[config.mk]
export PLATFORM = sky130hd
export DESIGN_NAME = bubble_timing_gen
export DESIGN_NICKNAME = d
export VERILOG_FILES = /design/src/rtl/bubble_pkg.sv /design/src/rtl/bubble_sync.sv /design/src/rtl/bubble_timing_gen.sv
export SDC_FILE = /design/constraint.sdc
export NUM_CORES = 1
export LEC_CHECK = 0
export CORE_MARGIN = 2
export CORE_UTILIZATION = 35
export CTS_CLUSTER_SIZE = 10
export DETAILED_ROUTE_END_ITERATION = 6
export PLACE_DENSITY_LB_ADDON = 0.15
export SYNTH_ARGS = -nofsm -noshare
export SYNTH_HDL_FRONTEND = slang
export SYNTH_SLANG_ARGS = --single-unit
[constraint.sdc]
create_clock -name master_clock -period 2.6 [get_ports master_clock]
set_input_delay 0.52 -clock master_clock [delete_from_list [all_inputs] [get_ports master_clock]]
set_output_delay 0.52 -clock master_clock [all_outputs]
set_load 0.02 [all_outputs]
[src/rtl/bubble_pkg.sv]
`default_nettype none
// ============================================================================
// Module   : bubble_pkg
// Purpose  : Shared FSM state type and default phase constants for the
//            bubble-memory timing generator.
// Revision : 1.0 - initial release
// ============================================================================
package bubble_pkg;

    typedef enum logic [1:0] {
        ST_IDLE  = 2'd0,
        ST_START = 2'd1,
        ST_SHIFT = 2'd2,
        ST_STOP  = 2'd3
    } bubble_state_t;

    // Replicator pulse occupies phases REP_START .. REP_START+REP_LEN-1
    localparam int REP_START = 1;
    localparam int REP_LEN   = 3;

    // Data clock window per channel, offset by c*ROT_LEN/CH inside a rotation
    localparam int DOUT_OFS  = 4;
    localparam int DOUT_LEN  = 10;

endpackage
`default_nettype wire

[src/rtl/bubble_sync.sv]
`default_nettype none
// ============================================================================
// Module   : bubble_sync
// Purpose  : Tick-enabled multi-stage synchroniser with a parametric reset value.
// Revision : 1.0 - initial release
// ============================================================================
module bubble_sync #(
    parameter int               DEPTH     = 3,
    parameter int               WIDTH     = 1,
    parameter logic [WIDTH-1:0] RESET_VAL = '0
) (
    input  logic             clk,
    input  logic             rst_n,
    input  logic             i_en,
    input  logic [WIDTH-1:0] i_d,
    output logic [WIDTH-1:0] o_q
);

    logic [WIDTH-1:0] r_stage [DEPTH];

    always_ff @(posedge clk or negedge rst_n) begin
        if (!rst_n) begin
            for (int i = 0; i < DEPTH; i++) begin
                r_stage[i] <= RESET_VAL;
            end
        end else if (i_en) begin
            r_stage[0] <= i_d;
            for (int i = 1; i < DEPTH; i++) begin
                r_stage[i] <= r_stage[i-1];
            end
        end
    end

    assign o_q = r_stage[DEPTH-1];

endmodule
`default_nettype wire

[src/rtl/bubble_timing_gen.sv]
`default_nettype none
// ============================================================================
// Module   : bubble_timing_gen
// Purpose  : Tick-based start/shift/stop sequencer and clock generation for a
//            magnetic-bubble memory module.
// Revision : 1.0 - initial release
// ============================================================================
module bubble_timing_gen
    import bubble_pkg::*;
#(
    parameter int CLK_DIV     = 4,
    parameter int OUT_DIV     = 6,
    parameter int SYNC_STAGES = 3,
    parameter int ROT_LEN     = 120,
    parameter int START_LEN   = 28,
    parameter int STOP_LEN    = 123,
    parameter int CH          = 2,
    parameter int POS_MOD     = 2053,
    parameter int POS_W       = $clog2(POS_MOD)
) (
    input  logic             master_clock,
    input  logic             master_reset_n,
    input  logic             bubble_module_enable_n,
    input  logic             bubble_shift_enable_n,
    input  logic             replicator_enable_n,
    input  logic             bootloop_enable,
    output logic             clock_out,
    output logic             tick,
    output logic             position_change,
    output logic             position_latch,
    output logic             page_select,
    output logic             bubble_access,
    output logic [CH-1:0]    data_clock,
    output logic [POS_W-1:0] position
);

    localparam int c_div_w   = (CLK_DIV > 1) ? $clog2(CLK_DIV) : 1;
    localparam int c_out_w   = (OUT_DIV > 1) ? $clog2(OUT_DIV) : 1;
    localparam int c_cnt_max = (START_LEN > ROT_LEN)
                             ? ((START_LEN > STOP_LEN) ? START_LEN : STOP_LEN)
                             : ((ROT_LEN > STOP_LEN) ? ROT_LEN : STOP_LEN);
    localparam int c_cnt_w   = $clog2(c_cnt_max);
    localparam int c_slot    = ROT_LEN / CH;

    // ------------------------------------------------------------------
    // Tick divider and free-running output clock divider
    // ------------------------------------------------------------------
    logic [c_div_w-1:0] r_div_cnt;
    logic               r_tick;
    logic [c_out_w-1:0] r_out_cnt;
    logic               r_clock_out;

    // r_tick is set one cycle early so it is high exactly while the
    // divider sits at its terminal count.
    always_ff @(posedge master_clock or negedge master_reset_n) begin
        if (!master_reset_n) begin
            r_div_cnt <= '0;
            r_tick    <= 1'b0;
        end else begin
            r_div_cnt <= (r_div_cnt == c_div_w'(CLK_DIV - 1)) ? '0 : r_div_cnt + c_div_w'(1);
            r_tick    <= (r_div_cnt == c_div_w'(CLK_DIV - 2));
        end
    end

    always_ff @(posedge master_clock or negedge master_reset_n) begin
        if (!master_reset_n) begin
            r_out_cnt   <= '0;
            r_clock_out <= 1'b1;
        end else if (r_out_cnt == c_out_w'(OUT_DIV - 1)) begin
            r_out_cnt   <= '0;
            r_clock_out <= ~r_clock_out;
        end else begin
            r_out_cnt   <= r_out_cnt + c_out_w'(1);
        end
    end

    // ------------------------------------------------------------------
    // Control input synchronisation; disable is folded in before stage 1
    // ------------------------------------------------------------------
    logic [3:0] w_sync_d;
    logic [3:0] w_sync_q;
    logic       w_dis_s;
    logic       w_shift_n_s;
    logic       w_rep_n_s;
    logic       w_boot_s;

    assign w_sync_d = {bubble_module_enable_n,
                       bubble_shift_enable_n | bubble_module_enable_n,
                       replicator_enable_n   | bubble_module_enable_n,
                       bootloop_enable       & ~bubble_module_enable_n};

    bubble_sync #(
        .DEPTH     (SYNC_STAGES),
        .WIDTH     (4),
        .RESET_VAL (4'b1110)
    ) u_sync (
        .clk   (master_clock),
        .rst_n (master_reset_n),
        .i_en  (r_tick),
        .i_d   (w_sync_d),
        .o_q   (w_sync_q)
    );

    assign {w_dis_s, w_shift_n_s, w_rep_n_s, w_boot_s} = w_sync_q;

    // ------------------------------------------------------------------
    // Sequencer
    // ------------------------------------------------------------------
    bubble_state_t      r_state;
    bubble_state_t      w_state_nxt;
    logic [c_cnt_w-1:0] r_cnt;
    logic [c_cnt_w-1:0] w_cnt_nxt;
    logic [POS_W-1:0]   r_position;
    logic [POS_W-1:0]   w_position_nxt;

    always_ff @(posedge master_clock or negedge master_reset_n) begin
        if (!master_reset_n) begin
            r_state    <= ST_IDLE;
            r_cnt      <= '0;
            r_position <= '0;
        end else if (r_tick) begin
            r_state    <= w_state_nxt;
            r_cnt      <= w_cnt_nxt;
            r_position <= w_position_nxt;
        end
    end

    always_comb begin
        w_state_nxt    = r_state;
        w_cnt_nxt      = r_cnt + c_cnt_w'(1);
        w_position_nxt = r_position;
        if (w_dis_s) begin
            w_state_nxt = ST_IDLE;
            w_cnt_nxt   = '0;
        end else begin
            case (r_state)
                ST_IDLE: begin
                    w_cnt_nxt = '0;
                    if (!w_shift_n_s) begin
                        w_state_nxt = ST_START;
                    end
                end
                ST_START: begin
                    if (r_cnt == c_cnt_w'(START_LEN - 1)) begin
                        w_state_nxt = ST_SHIFT;
                        w_cnt_nxt   = '0;
                    end
                end
                ST_SHIFT: begin
                    // A released shift request only takes effect at the end of a rotation
                    if (r_cnt == c_cnt_w'(ROT_LEN - 1)) begin
                        w_cnt_nxt      = '0;
                        w_position_nxt = (r_position == POS_W'(POS_MOD - 1))
                                       ? '0 : r_position + POS_W'(1);
                        if (w_shift_n_s) begin
                            w_state_nxt = ST_STOP;
                        end
                    end
                end
                ST_STOP: begin
                    if (r_cnt == c_cnt_w'(STOP_LEN - 1)) begin
                        w_state_nxt = ST_IDLE;
                        w_cnt_nxt   = '0;
                    end
                end
                default: begin
                    w_state_nxt = ST_IDLE;
                    w_cnt_nxt   = '0;
                end
            endcase
        end
    end

    // ------------------------------------------------------------------
    // Phase decode
    // ------------------------------------------------------------------
    int          w_cnt_int;
    logic        w_in_shift;
    logic        w_access_d;
    logic        w_pos_change_d;
    logic        w_rep_d;
    logic        w_latch_d;
    logic [CH-1:0] w_dclk_d;

    assign w_cnt_int      = int'(r_cnt);
    assign w_in_shift     = (r_state == ST_SHIFT);
    assign w_access_d     = (r_state != ST_IDLE);
    assign w_pos_change_d = w_in_shift && (w_cnt_int >= ROT_LEN - 2);
    assign w_rep_d        = w_in_shift && !w_rep_n_s
                         && (w_cnt_int >= REP_START) && (w_cnt_int < REP_START + REP_LEN);
    assign w_latch_d      = w_rep_d && w_boot_s;

    for (genvar c = 0; c < CH; c++) begin : g_dclk
        localparam int c_lo = DOUT_OFS + c * c_slot;
        assign w_dclk_d[c] = w_in_shift && (w_cnt_int >= c_lo) && (w_cnt_int < c_lo + DOUT_LEN);
    end

    // ------------------------------------------------------------------
    // Registered status outputs
    // ------------------------------------------------------------------
    logic             r_access;
    logic             r_pos_change;
    logic             r_pos_latch;
    logic             r_page;
    logic [CH-1:0]    r_dclk;
    logic [POS_W-1:0] r_position_q;

    always_ff @(posedge master_clock or negedge master_reset_n) begin
        if (!master_reset_n) begin
            r_access     <= 1'b0;
            r_pos_change <= 1'b0;
            r_pos_latch  <= 1'b0;
            r_page       <= 1'b0;
            r_dclk       <= '0;
            r_position_q <= '0;
        end else begin
            r_access     <= w_access_d;
            r_pos_change <= w_pos_change_d;
            r_pos_latch  <= w_latch_d;
            r_page       <= w_boot_s;
            r_dclk       <= w_dclk_d;
            r_position_q <= r_position;
        end
    end

    assign clock_out       = r_clock_out;
    assign tick            = r_tick;
    assign position_change = r_pos_change;
    assign position_latch  = r_pos_latch;
    assign page_select     = r_page;
    assign bubble_access   = r_access;
    assign data_clock      = r_dclk;
    assign position        = r_position_q;

endmodule
`default_nettype wire
==> reports/results.ini, run 1 <==
[grt]
grt_start_max_net_pins=31
antenna_found_initial=0
grt_pass1_wl_um=8660
overflow=0
first_global_vias=1817
grt_use_total_pct=13.3

[synthesis]
ys.flop_type=dfrtp_1
syn_nets=253
syn_area_per_cell_um2=11.0
synth_adder_area_share_pct=5.79
synth_edf_count=0
synthMuxAreaShare_pct=3.86
synth_compound_area_share_pct=11.8
synth_top_family_by_area=simple AND/OR/NAND/NOR gates
yosys-top-cells-area=dfrtp_1 (46%), dfstp_2 (10%), ha_1 (5.8%)
synth.distinct_cells=42
synth_top_cell_area_share_pct=46.4
synth.largest_area_cell=dfrtp_1
synth_xor_xnor_area_share_pct=1.69
yosys_warnings=0
synth_common_cells=dfrtp_1 (48), nor2_1 (20), o21ai_0 (19)
netlist_instances=235
synth_async_sr_flop_share_pct=100
ys_seq_elements=58
syn_area_um2=2590
yosysSeqAreaShare_pct=56.5
yosysMostFrequentCell=dfrtp_1
synth_simple_gate_area_share_pct=15.8

[die]
dieArea_um2=8110
fp.coreArea_um2=7210
die_x_um=90.0
initial_core_util_pct=35.9
pin_count=26
die_height_um=90.0
rows=31

[placement]
gp_congestion=0.793
dp_hpwl_um=3120
placed_cells_incl_taps=351
numPortBuffers=25

[critical_path]
cpMaxStageDelayCell=or4_4
cp_max_fo=12
cp.arrival_ns=2.43
cp.required_ns=2.82
cp_top_family=simple AND/OR/NAND/NOR gates
cp-start-kind=flop
critical_path_buf_inv_count=2
cpPeakStageDelay_ns=0.64
timing.critical_path.mode_cell=inv_1
end_kind=flop
critical_path_class=reg2reg
path_cells=inv_1 > ha_1 > inv_1 > or4_4 > or2_1 > o41ai_1

[detailed_routing]
avgViaCountPerCell=4.90
wl_met3_um=170
wl_met1_um=2560
antenna_left=0
first_pass_iters=4
top_layer=met4
post-route-drc-count=0
totalWireLength_um=4740
route.met2.wl_um=1890
wl_per_cell_um=12.9
drt-initial-drc-count=88
vias=1799

[cts]
cts_tree=done
clkLatencyLatePin_ns=0.34
ctsHoldBuffers=0
cts_buffer_depth=2
htree_num_levels=3
clock_sinks=58
post_cts_resize_count=0
post_cts_buffers=0
cts_root_buf=clkbuf_8
clk_pin_slew_ns=0.07
cts_buffers=9

[sta]
min_period_ns=2.21
worst_slew_pin_slew_ns=0.721
grt_setup_unrepaired=no
setup_tns_ns=0
final_max_slew_viol_count=0
finalSetupViolCount=0
period_share_pct=84.9
max_freq_ghz=0.453
hold_viol=0
relSlewSlack_pct=51.8
skew_ns=0.00827

[layout]
stdcell_count=367
nNetsFinal=281
multi_input_area_um2=1010
fillers=724
drive_gt1_share_pct=15.7
area_growth_pct=20.7
n_antenna_cell=0
regArea_um2=1460

[outcome]
outcome=complete, no violations

[power]
p_leak_nw=1.36
powerDensity_nw_per_um2=677
vdd_drop_max_mv=0.282

[worst_hold_path]
hp-class=in2async

[run]
cap_viol_max_count=0

-- sequential cells by signal (all words and copies together), names as in the netlist --
| register | flops |
|---|---|
| u_sync.o_q | 4 |
| r_div_cnt | 2 |
| position_change | 1 |
| r_out_cnt | 3 |
| page_select | 1 |
| tick | 1 |
| data_clock | 2 |
| r_position | 12 |
| position_latch | 1 |
| bubble_access | 1 |
| position | 12 |
| u_sync.r_stage | 8 |
| clock_out | 1 |
| r_state | 2 |
| r_cnt | 7 |
-- cell families (layout without fill, tap and decap cells) --
logic type | Yosys count | count (layout)
fa+ha+maj | 12 | 12
simple gates | 75 | 75
compound gates | 49 | 49
flops | 58 | 58
mux | 9 | 9
buf+inv | 27 | 60
xor+xnor | 5 | 5
-- worst register-to-register path: cells and delay by family, from the launching register on --
family	cells	cell delay, ns
AND/OR/NAND/NOR	2	0.96
flip-flops	1	0.42
adder cells (fa/ha/maj)	1	0.23
AO/OA/AOI/OAI	1	0.25
buffers and inverters	2	0.24
-- cell usage in the layout, fill, tap and decap left out, types with 8 or more instances in the layout --
master,count
clkbuf_8,9
mux2_2,8
ha_1,12
nand2_1,14
a31oi_1,10
dfrtp_1,48
inv_1,17
o21ai_0,19
clkdlybuf4s50_1,24
nor2_1,20
nand3_1,12
dfstp_2,10
-- layout make-up --
cell class,instances,area share [%]
flip-flops and latches,58,46.8
multi-input cells,150,32.3
repair buffers,27,8.72
clock buffers,9,3.96
well taps,99,3.96
clock inverters,7,2.24
inverters,17,2.04
-- metrics by stage --
stage          total power, mW  cell area (um^2)  util (%)  setup slack (ns)  hold WS, ns
2_1_floorplan             1.21              2590         -             0.659        0.224
3_3_place_gp              1.32              2930      40.7             0.477        0.410
3_5_place_dp              1.32              2930      40.7             0.419        0.411
4_1_cts                   2.15              3130      43.3             0.391        0.233
5_1_grt                   2.25              3130      43.3             0.220        0.258
6_report                  2.12              3130      43.3             0.394        0.206
-- final timing paths --
| path | from | slack, ns | to | cells past startpoint |
|---|---|---|---|---|
| hold / removal | master_reset_n | 0.21 | bubble_access$_DFF_PN0_ | 1 |
| setup / recovery | r_state[0]$_DFFE_PN0P_ | 0.39 | r_position[8]$_DFFE_PN0P_ | 6 |
| max in group asynchronous | master_reset_n | 1.73 | u_sync.r_stage[5]$_DFFE_PN1P_ | 2 |
| setup reg to reg | r_state[0]$_DFFE_PN0P_ | 0.39 | r_position[8]$_DFFE_PN0P_ | 6 |
| hold reg to reg | r_position[11]$_DFFE_PN0P_ | 0.43 | position[11]$_DFF_PN0_ | 0 |
| min in group master_clock | r_position[11]$_DFFE_PN0P_ | 0.43 | position[11]$_DFF_PN0_ | 0 |
-- layer usage --
metal / vias to the layer above / GRT usage [%]
met5: - / 0
met4: 0 / 7.69
met3: 12 / 3.35
met2: 35 / 18.1
met1: 867 / 19.0
li1: 885 / -
-- power by group --
part	switching, mW	internal, mW
Combinational	0.195	0.113
Clock	0.374	0.440
Sequential	0.0423	0.952
Note: power is estimated with default switching activity, not from simulation.
==> inputs of run 2 (changes only) <==
==> constraint.sdc (replaced) <==
create_clock -name master_clock -period 1.8 [get_ports master_clock]
set_input_delay 0.36 -clock master_clock [delete_from_list [all_inputs] [get_ports master_clock]]
set_output_delay 0.36 -clock master_clock [all_outputs]
set_load 0.02 [all_outputs]
==> reports/results.ini, run 2 (synthesized netlist as in run 1, its figures left out) <==
[layout]
final_common_cell=dfrtp_1
stdcell_area_um2=3530  ; +13%
n_antenna_cell=0  ; unchanged
stdcell_count=403  ; +9.8%
nNetsFinal=317  ; +13%
layout_common_cells=dfrtp_1 (46), buf_4 (31), clkdlybuf4s50_1 (23), nor2_1 (19), inv_1 (15)
fin_util_pct=48.9  ; +5.6 points
area_growth_pct=36.3
drive_gt1_share_pct=30.6  ; +15 points

[cts]
clk_pin_slew_ns=0.06  ; about the same
htree_num_levels=3  ; unchanged
cts_tree=done
clkLatencyLatePin_ns=0.33  ; about the same
cts_buffers=9  ; unchanged
cts_buffer_depth=2  ; unchanged
cts_root_buf=clkbuf_8
clock_sinks=58  ; unchanged

[sta]
hold_slack_ns=0.445  ; +0.239 ns
relSlewSlack_pct=69.6  ; +18 points
max_freq_ghz=0.557  ; +23%
worst_slew_pin_slew_ns=0.456  ; -0.265 ns
grt_setup_unrepaired=yes
hold_viol=0  ; unchanged
final_max_slew_viol_count=0  ; unchanged
skew_ns=0.00574  ; -0.00253 ns
finalSetupViolCount=0  ; unchanged
period_share_pct=99.8  ; +15 points
min_period_ns=1.80  ; -0.410 ns

[critical_path]
cp-start-kind=flop
cpPeakStageDelay_ns=0.56  ; -0.08 ns
cp_max_fo=5  ; -7
cpMaxStageDelayCell=or4_4
worstReg2RegStart=r_cnt[0]$_DFFE_PN0P_
r2r_cells=7  ; +1
end_kind=flop
cp_top_family=simple AND/OR/NAND/NOR gates
path_cells=ha_4 > nand3b_1 > or4_4 > buf_6 > nor3_4 > xnor2_2 > a21oi_2
r2r-end=r_position[11]$_DFFE_PN0P_
critical_path_class=reg2reg
critical_path_buf_inv_count=1  ; -1
cp.required_ns=2.02  ; -0.80 ns
cp.arrival_ns=2.02  ; -0.41 ns
rrSetupSlack_ns=0.003  ; -0.39 ns

[worst_hold_path]
hp-class=reg2reg
hp-start=u_sync.o_q[0]$_DFFE_PN0P_
hold_path_end=page_select$_DFF_PN0_
hold_depth=0

[detailed_routing]
post-route-drc-count=0  ; unchanged
avgViaCountPerCell=4.77  ; -2.7%
drt-initial-drc-count=82  ; -6.8%
totalWireLength_um=5400  ; +14%
vias=1923  ; +6.9%
wl_per_cell_um=13.4  ; +3.8%
antenna_left=0  ; unchanged
first_pass_iters=4  ; unchanged

[die]
die_height_um=90.0  ; unchanged
initial_core_util_pct=35.9  ; unchanged
pin_count=26  ; unchanged
fp.coreArea_um2=7210  ; unchanged
die_x_um=90.0  ; unchanged
dieArea_um2=8110  ; unchanged
rows=31  ; unchanged

[placement]
dpl-instance-area_um2=3200  ; +9.1%
numPortBuffers=25  ; unchanged
dp_hpwl_um=3660  ; +17%
gp_congestion=0.853  ; +7.6%
placed_cells_incl_taps=383  ; +9.1%

[power]
powerDensity_nw_per_um2=950  ; +40%
p_leak_nw=1.61  ; +18%
vdd_drop_max_mv=0.449  ; +59%

[grt]
grt_pass1_wl_um=9250  ; +6.8%
grt_start_max_net_pins=42  ; +35%
first_global_vias=1916  ; +5.4%
antenna_found_initial=0  ; unchanged
grt_use_total_pct=14.4  ; +1.1 points
overflow=0  ; unchanged

[run]
cap_viol_max_count=0  ; unchanged

[outcome]
outcome=complete, no violations

run 2: changes by cell type in the layout (fill, tap and decap cells not counted), moves of 3 or more:
cell      delta
o21ai_0      -6
o21ai_1      +5
clkbuf_1     +3
buf_4       +30
o41ai_1      -3
buf_6        +4
ha_1         -3
run 2: layout make-up:
cell class / count / area, um^2
Clock buffer: 14 / 163
Clock inverter: 2 / 35.0
Fill cell: 699 / 3680
Inverter: 17 / 63.8
Multi-Input combinational cell: 150 / 1120
Sequential cell: 58 / 1470
Tap cell: 99 / 124
Timing Repair Buffer: 63 / 557
run 2: repair_timing:
item / in CTS / in global routing
endpoints found under the hold margin: 11 / 0
buffers inserted: 1 / 1
pin swaps: 4 / 3
resized for setup: 11 / 16
hold buffers: 1 / 0
gates cloned: 0 / 1
setup endpoints to repair: 11 / 18
run 2: how the worst max path moves through the flow:
stage                           start  slack [ns]                         end  depth (start not counted)
2_1_floorplan  r_state[0]$_DFFE_PN0P_        0.01   r_position[8]$_DFFE_PN0P_                          6
3_3_place_gp     r_cnt[0]$_DFFE_PN0P_       -0.01   r_position[8]$_DFFE_PN0P_                          5
3_5_place_dp   r_state[0]$_DFFE_PN0P_       -0.04   r_position[6]$_DFFE_PN0P_                          8
4_1_cts        r_state[0]$_DFFE_PN0P_       -0.03  r_position[11]$_DFFE_PN0P_                          8
5_1_grt          r_cnt[0]$_DFFE_PN0P_       -0.08  r_position[11]$_DFFE_PN0P_                          7
6_report         r_cnt[0]$_DFFE_PN0P_       0.003  r_position[11]$_DFFE_PN0P_                          7
run 2: routing by layer:
| metal | vias to the layer above | GRT usage, % | share of wire (%) |
|---|---|---|---|
| met3 | 8 | 4.02 | 3.9 |
| met5 | - | 0 | 0 |
| met1 | 918 | 20.1 | 50 |
| met2 | 35 | 20.5 | 44 |
| met4 | 0 | 6.92 | 1.8 |
| li1 | 962 | - | - |
run 2: worst register-to-register path: stages, from the launching register on:
cell and delay (ns):
dfrtp_2 0.40, ha_4 0.14, nand3b_1 0.10, or4_4 0.56
buf_6 0.15, nor3_4 0.15, xnor2_2 0.14, a21oi_2 0.04
run 2: power breakdown:
group / switching (mW) / total (mW) / internal [mW]
registers: 0.0510 / 1.43 / 1.38
logic: 0.393 / 0.718 / 0.325
clock network: 0.492 / 1.21 / 0.715
total: 0.935 / 3.35 / 2.42
run 2: per-stage QoR:
step           total power [mW]  setup slack (ns)  setup TNS, ns
3_3_place_gp               2.06           -0.0136        -0.0197
5_1_grt                    3.53           -0.0806         -0.573
2_1_floorplan              1.78            0.0103              0
3_5_place_dp               2.08           -0.0430         -0.158
6_report                   3.35           0.00346              0
4_1_cts                    3.32           -0.0317        -0.0639
